<file path="config.mk">
export PLATFORM = sky130hd
export DESIGN_NAME = kvt_scfifo_param
export DESIGN_NICKNAME = d
export VERILOG_FILES = /design/src/rtl/kvt_scfifo_param.sv
export SDC_FILE = /design/constraint.sdc
export NUM_CORES = 1
export LEC_CHECK = 0
export CAP_MARGIN = 20
export CORE_UTILIZATION = 30
export CTS_CLUSTER_SIZE = 25
export DETAILED_ROUTE_END_ITERATION = 8
export HOLD_SLACK_MARGIN = 0.1
export PLACE_DENSITY_LB_ADDON = 0.12
export SETUP_SLACK_MARGIN = 0.15
export SYNTH_ARGS = -nofsm -noshare
export SYNTH_HDL_FRONTEND = slang
export SYNTH_SLANG_ARGS = --single-unit
export TNS_END_PERCENT = 20
</file>
<file path="constraint.sdc">
create_clock -name clk -period 3.19 [get_ports clk]
set_input_delay 0.319 -clock clk [delete_from_list [all_inputs] [get_ports clk]]
set_output_delay 0.319 -clock clk [all_outputs]
set_load 0.01 [all_outputs]
</file>
<file path="src/rtl/kvt_scfifo_param.sv">
// Single-clock FIFO with occupancy count, registered threshold flags, sticky
// overflow/underflow and an optional first-word-fall-through output.
module kvt_scfifo_param #(
  parameter int unsigned DATA_W    = 8,
  parameter int unsigned DEPTH     = 16,
  parameter int unsigned SHOWAHEAD = 0,
  parameter int unsigned AF_LVL    = DEPTH - 2,
  parameter int unsigned AE_LVL    = 2
) (
  input  logic                     clk,
  input  logic                     reset,
  input  logic                     sclr,
  input  logic                     wrreq,
  input  logic [DATA_W-1:0]        data,
  input  logic                     rdreq,
  output logic [DATA_W-1:0]        q,
  output logic [$clog2(DEPTH):0]   usedw,
  output logic                     full,
  output logic                     empty,
  output logic                     almost_full,
  output logic                     almost_empty,
  output logic                     overflow,
  output logic                     underflow
);

  localparam int unsigned AW = $clog2(DEPTH);
  localparam int unsigned CW = AW + 1;

  generate
    if ((DEPTH < 4) || ((DEPTH & (DEPTH - 1)) != 0)) begin : g_bad_depth
      $error("kvt_scfifo_param: DEPTH must be a power of 2 and >= 4");
    end
    if (AE_LVL >= AF_LVL) begin : g_bad_ae
      $error("kvt_scfifo_param: AE_LVL must be below AF_LVL");
    end
    if (AF_LVL > DEPTH) begin : g_bad_af
      $error("kvt_scfifo_param: AF_LVL must not exceed DEPTH");
    end
  endgenerate

  logic [DATA_W-1:0] mem [DEPTH];

  logic [AW-1:0]     wr_ptr_q, wr_ptr_d;
  logic [AW-1:0]     rd_ptr_q, rd_ptr_d;
  logic [CW-1:0]     usedw_q, usedw_d;
  logic [DATA_W-1:0] q_q, q_d;
  logic              full_q, full_d;
  logic              empty_q, empty_d;
  logic              afull_q, afull_d;
  logic              aempty_q, aempty_d;
  logic              ovf_q, ovf_d;
  logic              unf_q, unf_d;
  logic              wr_acc, rd_acc;

  // Acceptance is judged against the flags registered before this edge.
  assign wr_acc = wrreq & ~full_q & ~sclr;
  assign rd_acc = rdreq & ~empty_q & ~sclr;

  always_comb begin
    wr_ptr_d = wr_ptr_q;
    rd_ptr_d = rd_ptr_q;
    usedw_d  = usedw_q;
    q_d      = q_q;
    ovf_d    = ovf_q;
    unf_d    = unf_q;
    if (sclr) begin
      wr_ptr_d = '0;
      rd_ptr_d = '0;
      usedw_d  = '0;
      q_d      = '0;
      ovf_d    = 1'b0;
      unf_d    = 1'b0;
    end else begin
      if (wr_acc) wr_ptr_d = wr_ptr_q + AW'(1);
      if (rd_acc) rd_ptr_d = rd_ptr_q + AW'(1);
      usedw_d = usedw_q + CW'(wr_acc) - CW'(rd_acc);
      ovf_d   = ovf_q | (wrreq & full_q);
      unf_d   = unf_q | (rdreq & empty_q);
      if (SHOWAHEAD != 0) begin
        // Preload the next head; with one word left the new head is the word being written.
        if (rd_acc) begin
          if (usedw_q == CW'(1)) q_d = wr_acc ? data : q_q;
          else                   q_d = mem[rd_ptr_q + AW'(1)];
        end else if (wr_acc && empty_q) begin
          q_d = data;
        end
      end else if (rd_acc) begin
        q_d = mem[rd_ptr_q];
      end
    end
    full_d   = (usedw_d == CW'(DEPTH));
    empty_d  = (usedw_d == '0);
    afull_d  = (usedw_d >= CW'(AF_LVL));
    aempty_d = (usedw_d <= CW'(AE_LVL));
  end

  always_ff @(posedge clk or posedge reset) begin
    if (reset) begin
      wr_ptr_q <= '0;
      rd_ptr_q <= '0;
      usedw_q  <= '0;
      q_q      <= '0;
      full_q   <= 1'b0;
      empty_q  <= 1'b1;
      afull_q  <= 1'b0;
      aempty_q <= 1'b1;
      ovf_q    <= 1'b0;
      unf_q    <= 1'b0;
    end else begin
      wr_ptr_q <= wr_ptr_d;
      rd_ptr_q <= rd_ptr_d;
      usedw_q  <= usedw_d;
      q_q      <= q_d;
      full_q   <= full_d;
      empty_q  <= empty_d;
      afull_q  <= afull_d;
      aempty_q <= aempty_d;
      ovf_q    <= ovf_d;
      unf_q    <= unf_d;
    end
  end

  // Storage array carries no reset; occupancy tracking makes stale words unreachable.
  always_ff @(posedge clk) begin
    if (wr_acc) mem[wr_ptr_q] <= data;
  end

  assign q            = q_q;
  assign usedw        = usedw_q;
  assign full         = full_q;
  assign empty        = empty_q;
  assign almost_full  = afull_q;
  assign almost_empty = aempty_q;
  assign overflow     = ovf_q;
  assign underflow    = unf_q;

endmodule

</file>
**Word level (Yosys, flattened, before mapping)**

Memories as Yosys holds them, arrays and structs flattened.
Cells that the tools add are included.

- Bits in registers: 27
- Memory bits (writable): 128
- Input port bits: 13
- Output and inout bits: 19
- Logic and storage cells: 43
- Memories kept: 1

Memory list:

| memory | words | width | read ports | clocked after memory_dff | write ports | line | text |
|---|---|---|---|---|---|---|---|
| mem | 16 | 8 | 1 | 0 | 1 | 41 | `logic [DATA_W-1:0] mem [DEPTH];` |

- $add $sub $neg: 4
- $lt $le $gt $ge: 2
- Equal/unequal tests: 1
- Multiplexer cells: 11
- Bitwise logic cells: 11
- Reductions and logical operators: 3

Operators with widths:

| cell | count |
|---|---|
| 4-bit two-way mux | 4 |
| 8-bit two-way mux | 2 |
| 4-bit by 1-bit adder with 4-bit output, second input constant | 2 |
| 1-bit bitwise AND | 6 |
| 5-bit by 1-bit adder with 5-bit output | 1 |
| 5-bit == test, second input constant | 1 |
| 5-bit by 4-bit greater-or-equal comparator with 1-bit output, second input constant | 1 |
| 5-bit by 2-bit less-or-equal comparator with 1-bit output, second input constant | 1 |
| 5-bit logical NOT | 1 |
| 5-bit two-way mux | 1 |
| 5-bit by 1-bit subtractor with 5-bit output | 1 |
| 1-bit two-way mux | 4 |
| 2-bit nonzero test | 2 |
| 1-bit NOT | 3 |
| 1-bit OR | 2 |

**Logic depth before layout (Yosys ltp)**

Gate-level depths: netlist of the first run.

- Depth in word-level cells: 7
- Depth in mapped cells: 14
- Depth with buffers taken out: 14

**Least setup slack after synthesis of the first run**

Ideal clock, no wire load.

- Kind: reg2reg
- From: register full_q, in the netlist full
- To: register full_q, in the netlist full
- Library setup time: 96 ps
- Arrival: 2832 ps
- Required time: 3094 ps
- Slack: 262 ps
- Stages on the path, launching flop included: 14
- Path buffers: 0
- Clock period less this slack: 2928 ps
- Cell sequence: dfrtp_1 nor2b_1 nor2b_1 inv_1 ha_1 inv_1 ha_1 inv_1 fa_1 nor2b_4 o21a_1 or4b_1 and2_4 nor4_2

- Word-level cells in the longest chain between the ends: 7

Ends and longest elaborated chain:

| item | line | text |
|---|---|---|
| from (decl) | 47 | `logic full_q, full_d;` |
| from (signal assigned) | 114 | `full_q <= full_d;` |
| 1-bit NOT | 56 | `assign wr_acc = wrreq & ~full_q & ~sclr;` |
| 1-bit bitwise AND (2 in a row) | 56 |  |
| 5-bit by 1-bit adder with 5-bit output | 76 | `usedw_d = usedw_q + CW'(wr_acc) - CW'(rd_acc);` |
| 5-bit by 1-bit subtractor with 5-bit output | 76 |  |
| 5-bit two-way mux | 66 | `if (sclr) begin` |
| 5-bit == test | 91 | `full_d = (usedw_d == CW'(DEPTH));` |
| via full_d | 47 |  |

The timed path passes the listed nets, and every way through them passes these cells.
A chain may end at the register's enable or synchronous reset.

**Worst setup path in the final report of the first run**

- From: register empty_q, in the netlist empty
- To: register full_q, in the netlist full

- Word-level cells in the longest chain between the ends: 6

Ends and longest elaborated chain:

| item | line | text |
|---|---|---|
| from (decl) | 48 | `logic empty_q, empty_d;` |
| from (signal assigned) | 115 | `empty_q <= empty_d;` |
| 1-bit NOT | 57 | `assign rd_acc = rdreq & ~empty_q & ~sclr;` |
| 1-bit bitwise AND (2 in a row) | 57 |  |
| 5-bit by 1-bit subtractor with 5-bit output | 76 |  |
| 5-bit two-way mux | 66 |  |
| 5-bit == test | 91 |  |
| via full_d | 47 |  |

The timed path passes the listed nets, and every way through them passes these cells.

==> results of run 1 <==
==> report_power, final <==
group / total [mW] / switching [mW] / internal [mW]
clock: 1.96 / 0.803 / 1.16
sequential: 2.39 / 0.0788 / 2.31
combinational: 1.07 / 0.530 / 0.536
total: 5.41 / 1.41 / 4.00
==> cells in the final DEF, fill, tap and decap left out, types with 9 or more instances in the layout <==
cell / instances
nor2_1: 37
o21ai_0: 9
a21oi_1: 12
inv_1: 12
clkdlybuf4s50_1: 31
nor3_1: 12
mux4_2: 24
buf_4: 26
mux2_2: 14
ha_1: 10
nand2_1: 13
edfxtp_1: 128
mux2i_1: 9
clkbuf_16: 17
dfrtp_1: 24
==> cell type report <==
| cell class | count | share of cell area (%) |
|---|---|---|
| tap | 270 | 4.44 |
| sequential | 155 | 59.4 |
| timing repair buffer | 58 | 6.90 |
| multi-input combinational | 183 | 21.2 |
| clock inverter | 12 | 1.82 |
| inverter | 12 | 0.591 |
| clock buffer | 19 | 5.68 |
==> metal layers <==
layer  vias up  routed length, um  global-route usage [%]  part of all wire, %
li1       1522                  -                       -                    -
met1      1671               6720                    19.0                   48
met2        26               6770                    22.8                   49
met3         6                338                    3.84                  2.4
met4         0                119                    3.44                 0.85
met5         -                  0                       0                    0
==> critical path, stage by stage, from the launching register on <==
cell	delay, ns
dfstp_2	0.55
nand2b_1	0.15
nor2_1	0.07
ha_1	0.28
inv_1	0.04
ha_1	0.18
inv_1	0.07
fa_1	0.26
nor2b_4	0.06
o21a_1	0.17
or4b_1	0.46
and2_4	0.18
nor4_2	0.23
==> worst max-delay path by stage <==
stage	start	to
2_1_floorplan	full	full
3_3_place_gp	wrreq	full
3_5_place_dp	wrreq	full
4_1_cts	full	full
5_1_grt	full	full
6_report	empty	full
==> Yosys cell counts (2+ instances only) <==
master	count	area, sq um
nor3_1	12	60.1
buf_4	3	22.5
xor2_1	7	61.3
o22ai_1	7	43.8
nand4_1	2	12.5
mux2_2	14	158
clkbuf_1	7	26.3
xnor2_1	3	26.3
ha_1	10	125
a21oi_1	12	60.1
dfstp_2	2	52.6
edfxtp_1	128	3840
nand2_1	13	48.8
a211oi_1	2	15.0
o21ai_0	9	45.0
inv_1	12	45.0
mux2i_1	9	90.1
nor2b_1	5	31.3
dfrtp_1	25	626
buf_2	5	25.0
mux4_2	24	541
nand2b_1	4	25.0
nor2_1	37	139
==> metrics by stage <==
stage	power [mW]	cells	utilization [%]	setup WS, ns
6_report	5.41	709	37.4	0.388
3_5_place_dp	3.52	678	34.6	0.00280
5_1_grt	5.68	709	37.4	0.179
3_3_place_gp	3.51	678	34.6	0.0438
2_1_floorplan	3.12	366	-	0.262
4_1_cts	5.50	709	37.4	0.349
==> kinds of logic (layout without fill, tap and decap cells) <==
kind of cell,Yosys count,in the layout,synth area share (%)
compound gates,35,35,3.30
xor+xnor,10,10,1.40
fa+ha+maj,11,11,2.32
buf+inv,28,101,2.08
flops,155,155,72.2
mux,47,47,12.6
simple gates,80,80,6.11
==> state kept, by name, summed over array words and instances (netlist names) <==
register and cells:
mem 128, q 8, usedw 5, rd_ptr_q 4, wr_ptr_q 4, almost_empty 1, almost_full 1, empty 1
full 1, overflow 1, underflow 1
==> summary.md, run 1 <==
| Metric | Value |
|---|---|
| Outcome | `finished clean` |
| CTS tree | `yes` |
| RePlAce Congestion | `0.727` |
| Pre-antenna DRT Iters | `4` |
| Kind of end point of the critical path | `register` |
| Crit share post-route | `87.8%` |
| Design area | `7620 sq um` |
| First-pass GRT wire length | `21,700 um` |
| CP arrival | `3.12 ns` |
| Sequential-to-total area share from yosys stat | `72.2%` |
| DR iter-0 viols | `256` |
| Worst hold slack | `0.280 ns` |
| Die Height | `146 um` |
| DIE AREA | `21,500 sq um` |
| Initial Utilization | `30.8%` |
| Layout cells sized above 1 | `23.0%` |
| Mapped Nets | `390` |
| Vias per inst | `4.55` |
| Diodes inserted | `0` |
| Crit path kind | `reg2reg` |
| # resized after CTS | `0` |
| Asr flop ratio synth | `17.4%` |
| Die Wd | `146 um` |
| R2R depth | `12` |
| Number of synthesized flops with an enable pin | `128` |
| Inserted Clock Buffers | `17` |
| Pin count of the biggest net entering global routing | `45` |
| Initial antenna violation count | `0` |
| CTS Root Cell | `clkbuf_16` |
| CTS max path bufs | `2` |
| Pins Over Slew Limit | `0` |
| H-tree depth reported by CTS | `4` |
| Setup Fix Bufs, Post-CTS | `0` |
| Maximum clock rate | `0.357 GHz` |
| Detail Route Antenna Nets | `0` |
| Residual DRC | `0` |
| Total negative setup slack | `0 ns` |
| Setup violators final | `0` |
| Routed len/inst | `19.7 um` |
| Clk slew on worst S/H paths | `0.06 ns` |
| Grt total ovfl | `0` |
| Critical Path RT | `3.50 ns` |
| Post-synthesis cell count | `366` |
| Post-synthesis cell area | `6260 sq um` |
| Max FO, Critical Path | `4` |
| Main synth FF type | `edfxtp_1` |
| Post-layout min period | `2.80 ns` |
| # hold bufs at CTS | `0` |
| Clk_skew | `0.0101 ns` |
| Area after DPL | `7040 sq um` |
| Number of core rows | `52` |
| FF+latch count, synth | `155` |
| Total number of vias | `3,225` |
| Slew at the pin closest to its max-slew limit | `0.716 ns` |
| Clk_lat worst skew | `0.42 ns` |
| Fillers | `1,905` |
| Post-synthesis area per instance | `17.1 sq um` |
| R2R Path End | `full` |
| Leak Pwr | `2.58 nW` |
| Worst vdd ir | `319 uV` |
| Area Overhead vs Synth | `21.6%` |
| # port buffers | `31` |
| IO Pins | `32` |
| Sequential cell area | `4520 sq um` |
| Synth unique cells | `37` |
| Worst reg2reg startpoint | `empty` |
| Worst hold path type | `in2async` |
| PwrDens | `711 nW/um^2` |
| Vias in the first global route | `3,467` |
| CP Launch Type | `register` |
| Max cap viols | `0` |
| FF-to-FF setup slack | `0.39 ns` |
| Post-Route WL | `13,900 um` |
| CTS Sinks | `155` |
| Max_slew headroom | `52.1%` |
| RSZ-0062 raised after global routing | `false` |
| Final Hold Viols | `0` |
| Post-DP HPWL | `8940 um` |
| Nets | `451` |
| Overall Global Routing Usage | `14.2%` |
| Number of synthesis warnings | `0` |
| Multi-input logic area | `1610 sq um` |
| Core footprint | `20,400 sq um` |
(Power assumes the default switching activity.)
==> run 2: changes to the inputs <==
- GPL_TIMING_DRIVEN: unset -> 0
==> run 2 against run 1 <==
  * Clock skew rose by 0.0028 ns
  * Via count up 1.8%
  * Fmax shrank 2.5%
  * Critical path type unchanged
  * Global-route usage up 0.66 points
  * Die area did not move
==> summary.md, run 2 (synthesis results as in run 1) <==
| Metric | Value |
|---|---|
| Outcome | `finished clean (unchanged)` |
| Initial antenna violation count | `0 (unchanged)` |
| Commonest non-fill, non-tap cell in the layout | `edfxtp_1 (unchanged)` |
| Most frequent cells in the layout | `128 x edfxtp_1, 37 x nor2_1, 31 x clkdlybuf4s50_1 (unchanged)` |
| Initial Utilization | `30.8% (unchanged)` |
| Worst hold path type | `in2async (unchanged)` |
| Power, Total | `5.51 mW (was 5.41 mW)` |
| Clk_lat worst skew | `0.43 ns (was 0.42 ns)` |
| Maximum clock rate | `0.348 GHz (was 0.357 GHz)` |
| CTS Sinks | `155 (unchanged)` |
| Post-DP HPWL | `9800 um (was 8940 um)` |
| FF-to-FF setup slack | `0.32 ns (was 0.39 ns)` |
| Area Overhead vs Synth | `21.8% (was 21.6%)` |
| H-tree depth reported by CTS | `4 (unchanged)` |
| CTS max path bufs | `2 (unchanged)` |
| Final Hold Viols | `0 (unchanged)` |
| Max_slew headroom | `32.4% (was 52.1%)` |
| Detail Route Antenna Nets | `0 (unchanged)` |
| Slew at the pin closest to its max-slew limit | `1.01 ns (was 0.716 ns)` |
| RSZ-0062 raised after global routing | `false (unchanged)` |
| CP Launch Type | `register (unchanged)` |
| Worst vdd ir | `305 uV (was 319 uV)` |
| Leak Pwr | `2.58 nW (about the same)` |
| Pin count of the biggest net entering global routing | `19 (was 45)` |
| Total number of vias | `3,283 (was 3,225)` |
| CP arrival | `3.19 ns (was 3.12 ns)` |
| Sequential cell area | `4520 sq um (about the same)` |
| Vias in the first global route | `3,480 (was 3,467)` |
| Critical Path RT | `3.51 ns (was 3.50 ns)` |
| DIE AREA | `21,500 sq um (unchanged)` |
| Max FO, Critical Path | `4 (unchanged)` |
| Fillers | `1,905 (unchanged)` |
| Layout cells sized above 1 | `22.7% (was 23.0%)` |
| Core footprint | `20,400 sq um (unchanged)` |
| CTS tree | `yes (unchanged)` |
| Setup violators final | `0 (unchanged)` |
| # hold bufs at CTS | `0 (unchanged)` |
| Pins Over Slew Limit | `0 (unchanged)` |
| Inserted Clock Buffers | `17 (unchanged)` |
| Diodes inserted | `0 (unchanged)` |
| Reg with most FFs | `mem (unchanged)` |
| Worst hold slack | `0.281 ns (was 0.280 ns)` |
| IO Pins | `32 (unchanged)` |
| Pre-antenna DRT Iters | `4 (unchanged)` |
| Clk slew on worst S/H paths | `0.07 ns (was 0.06 ns)` |
| Nets | `447 (was 451)` |
| Post-Route WL | `14,800 um (was 13,900 um)` |
| Multi-input logic area | `1650 sq um (was 1610 sq um)` |
| Die Wd | `146 um (unchanged)` |
| Max cap viols | `0 (unchanged)` |
| DR iter-0 viols | `207 (was 256)` |
| Crit share post-route | `90.1% (was 87.8%)` |
| Overall Global Routing Usage | `14.8% (was 14.2%)` |
| Die Height | `146 um (unchanged)` |
| Post-layout min period | `2.87 ns (was 2.80 ns)` |
| Grt total ovfl | `0 (unchanged)` |
| Crit path kind | `reg2reg (unchanged)` |
| RePlAce Congestion | `0.761 (was 0.727)` |
| Residual DRC | `0 (unchanged)` |
| Number of core rows | `52 (unchanged)` |
| Clk_skew | `0.0129 ns (was 0.0101 ns)` |
| First-pass GRT wire length | `22,400 um (was 21,700 um)` |
| Kind of end point of the critical path | `register (unchanged)` |
| # port buffers | `31 (unchanged)` |
| CTS Root Cell | `clkbuf_16 (unchanged)` |
| Routed len/inst | `20.9 um (was 19.7 um)` |
| Largest register FFs | `128 (unchanged)` |
| PwrDens | `722 nW/um^2 (was 711 nW/um^2)` |
| Vias per inst | `4.65 (was 4.55)` |
## run 2: changes by cell type in the layout (fill, tap and decap cells not counted), sizes merged
cell      before  now
buf           27   17
bufinv         2    0
clkbuf        19   23
clkinv         2    8
clkinvlp       4    0
inv           16   19
## run 2: worst paths after layout
kind                       startpoint       end  cells past startpoint
max                              full      full                     13
min                             reset      full                      2
max reg2reg                      full      full                     13
min reg2reg                  overflow  overflow                      2
max in group asynchronous       reset      q[1]                      3
min in group clk             overflow  overflow                      2
## run 2: metal layers
layer	vias to the layer above	wire, um	global-route usage (%)
met1	1695	7020	20.7
met5	-	0	0
li1	1520	-	-
met3	4	654	3.69
met2	64	7000	22.9
met4	0	80	4.22
## run 2: timing repair
| item | 4_1_cts | 5_1_grt |
|---|---|---|
| pin swaps | 0 | 0 |
| setup buffers | 0 | 4 |
| endpoints found under the setup margin | 5 | 3 |
| gates resized for setup | 7 | 2 |
## run 2: per-stage QoR
stage / TNS, ns / std cells / area (sq um) / util, % / setup WS [ns]
6_report: 0 / 706 / 7620 / 37.4 / 0.316
5_1_grt: 0 / 706 / 7620 / 37.4 / 0.178
4_1_cts: 0 / 702 / 7590 / 37.3 / 0.183
3_5_place_dp: -2.38 / 670 / 6960 / 34.2 / -0.613
3_3_place_gp: -7.76 / 667 / 6910 / 33.9 / -0.565
2_1_floorplan: 0 / 366 / 6260 / - / 0.262
## run 2: report_power, final
| part | leakage (nW) | total (mW) | switching, mW | internal (mW) |
|---|---|---|---|---|
| sequential | 1.51 | 2.38 | 0.0705 | 2.31 |
| combinational | 0.783 | 1.14 | 0.586 | 0.553 |
| clock | 0.291 | 1.99 | 0.937 | 1.05 |
| total | 2.58 | 5.51 | 1.59 | 3.91 |
## run 2: worst max-delay path, cell delays in order (launching register included)
cell,delay (ns)
dfrtp_1,0.42
nor2b_4,0.16
nor2b_4,0.16
inv_1,0.06
ha_1,0.27
inv_1,0.04
ha_1,0.20
inv_1,0.08
fa_2,0.25
nor2b_4,0.06
o21a_1,0.18
or4b_1,0.46
and2_4,0.19
nor4_4,0.24
## run 2: area by class of cell
type	count	share of cell area (%)
clock inverter	15	2.25
tap	270	4.43
multi-input combinational	183	21.7
clock buffer	17	5.58
inverter	12	0.591
buffer	16	1.13
timing repair buffer	38	5.02
sequential	155	59.3
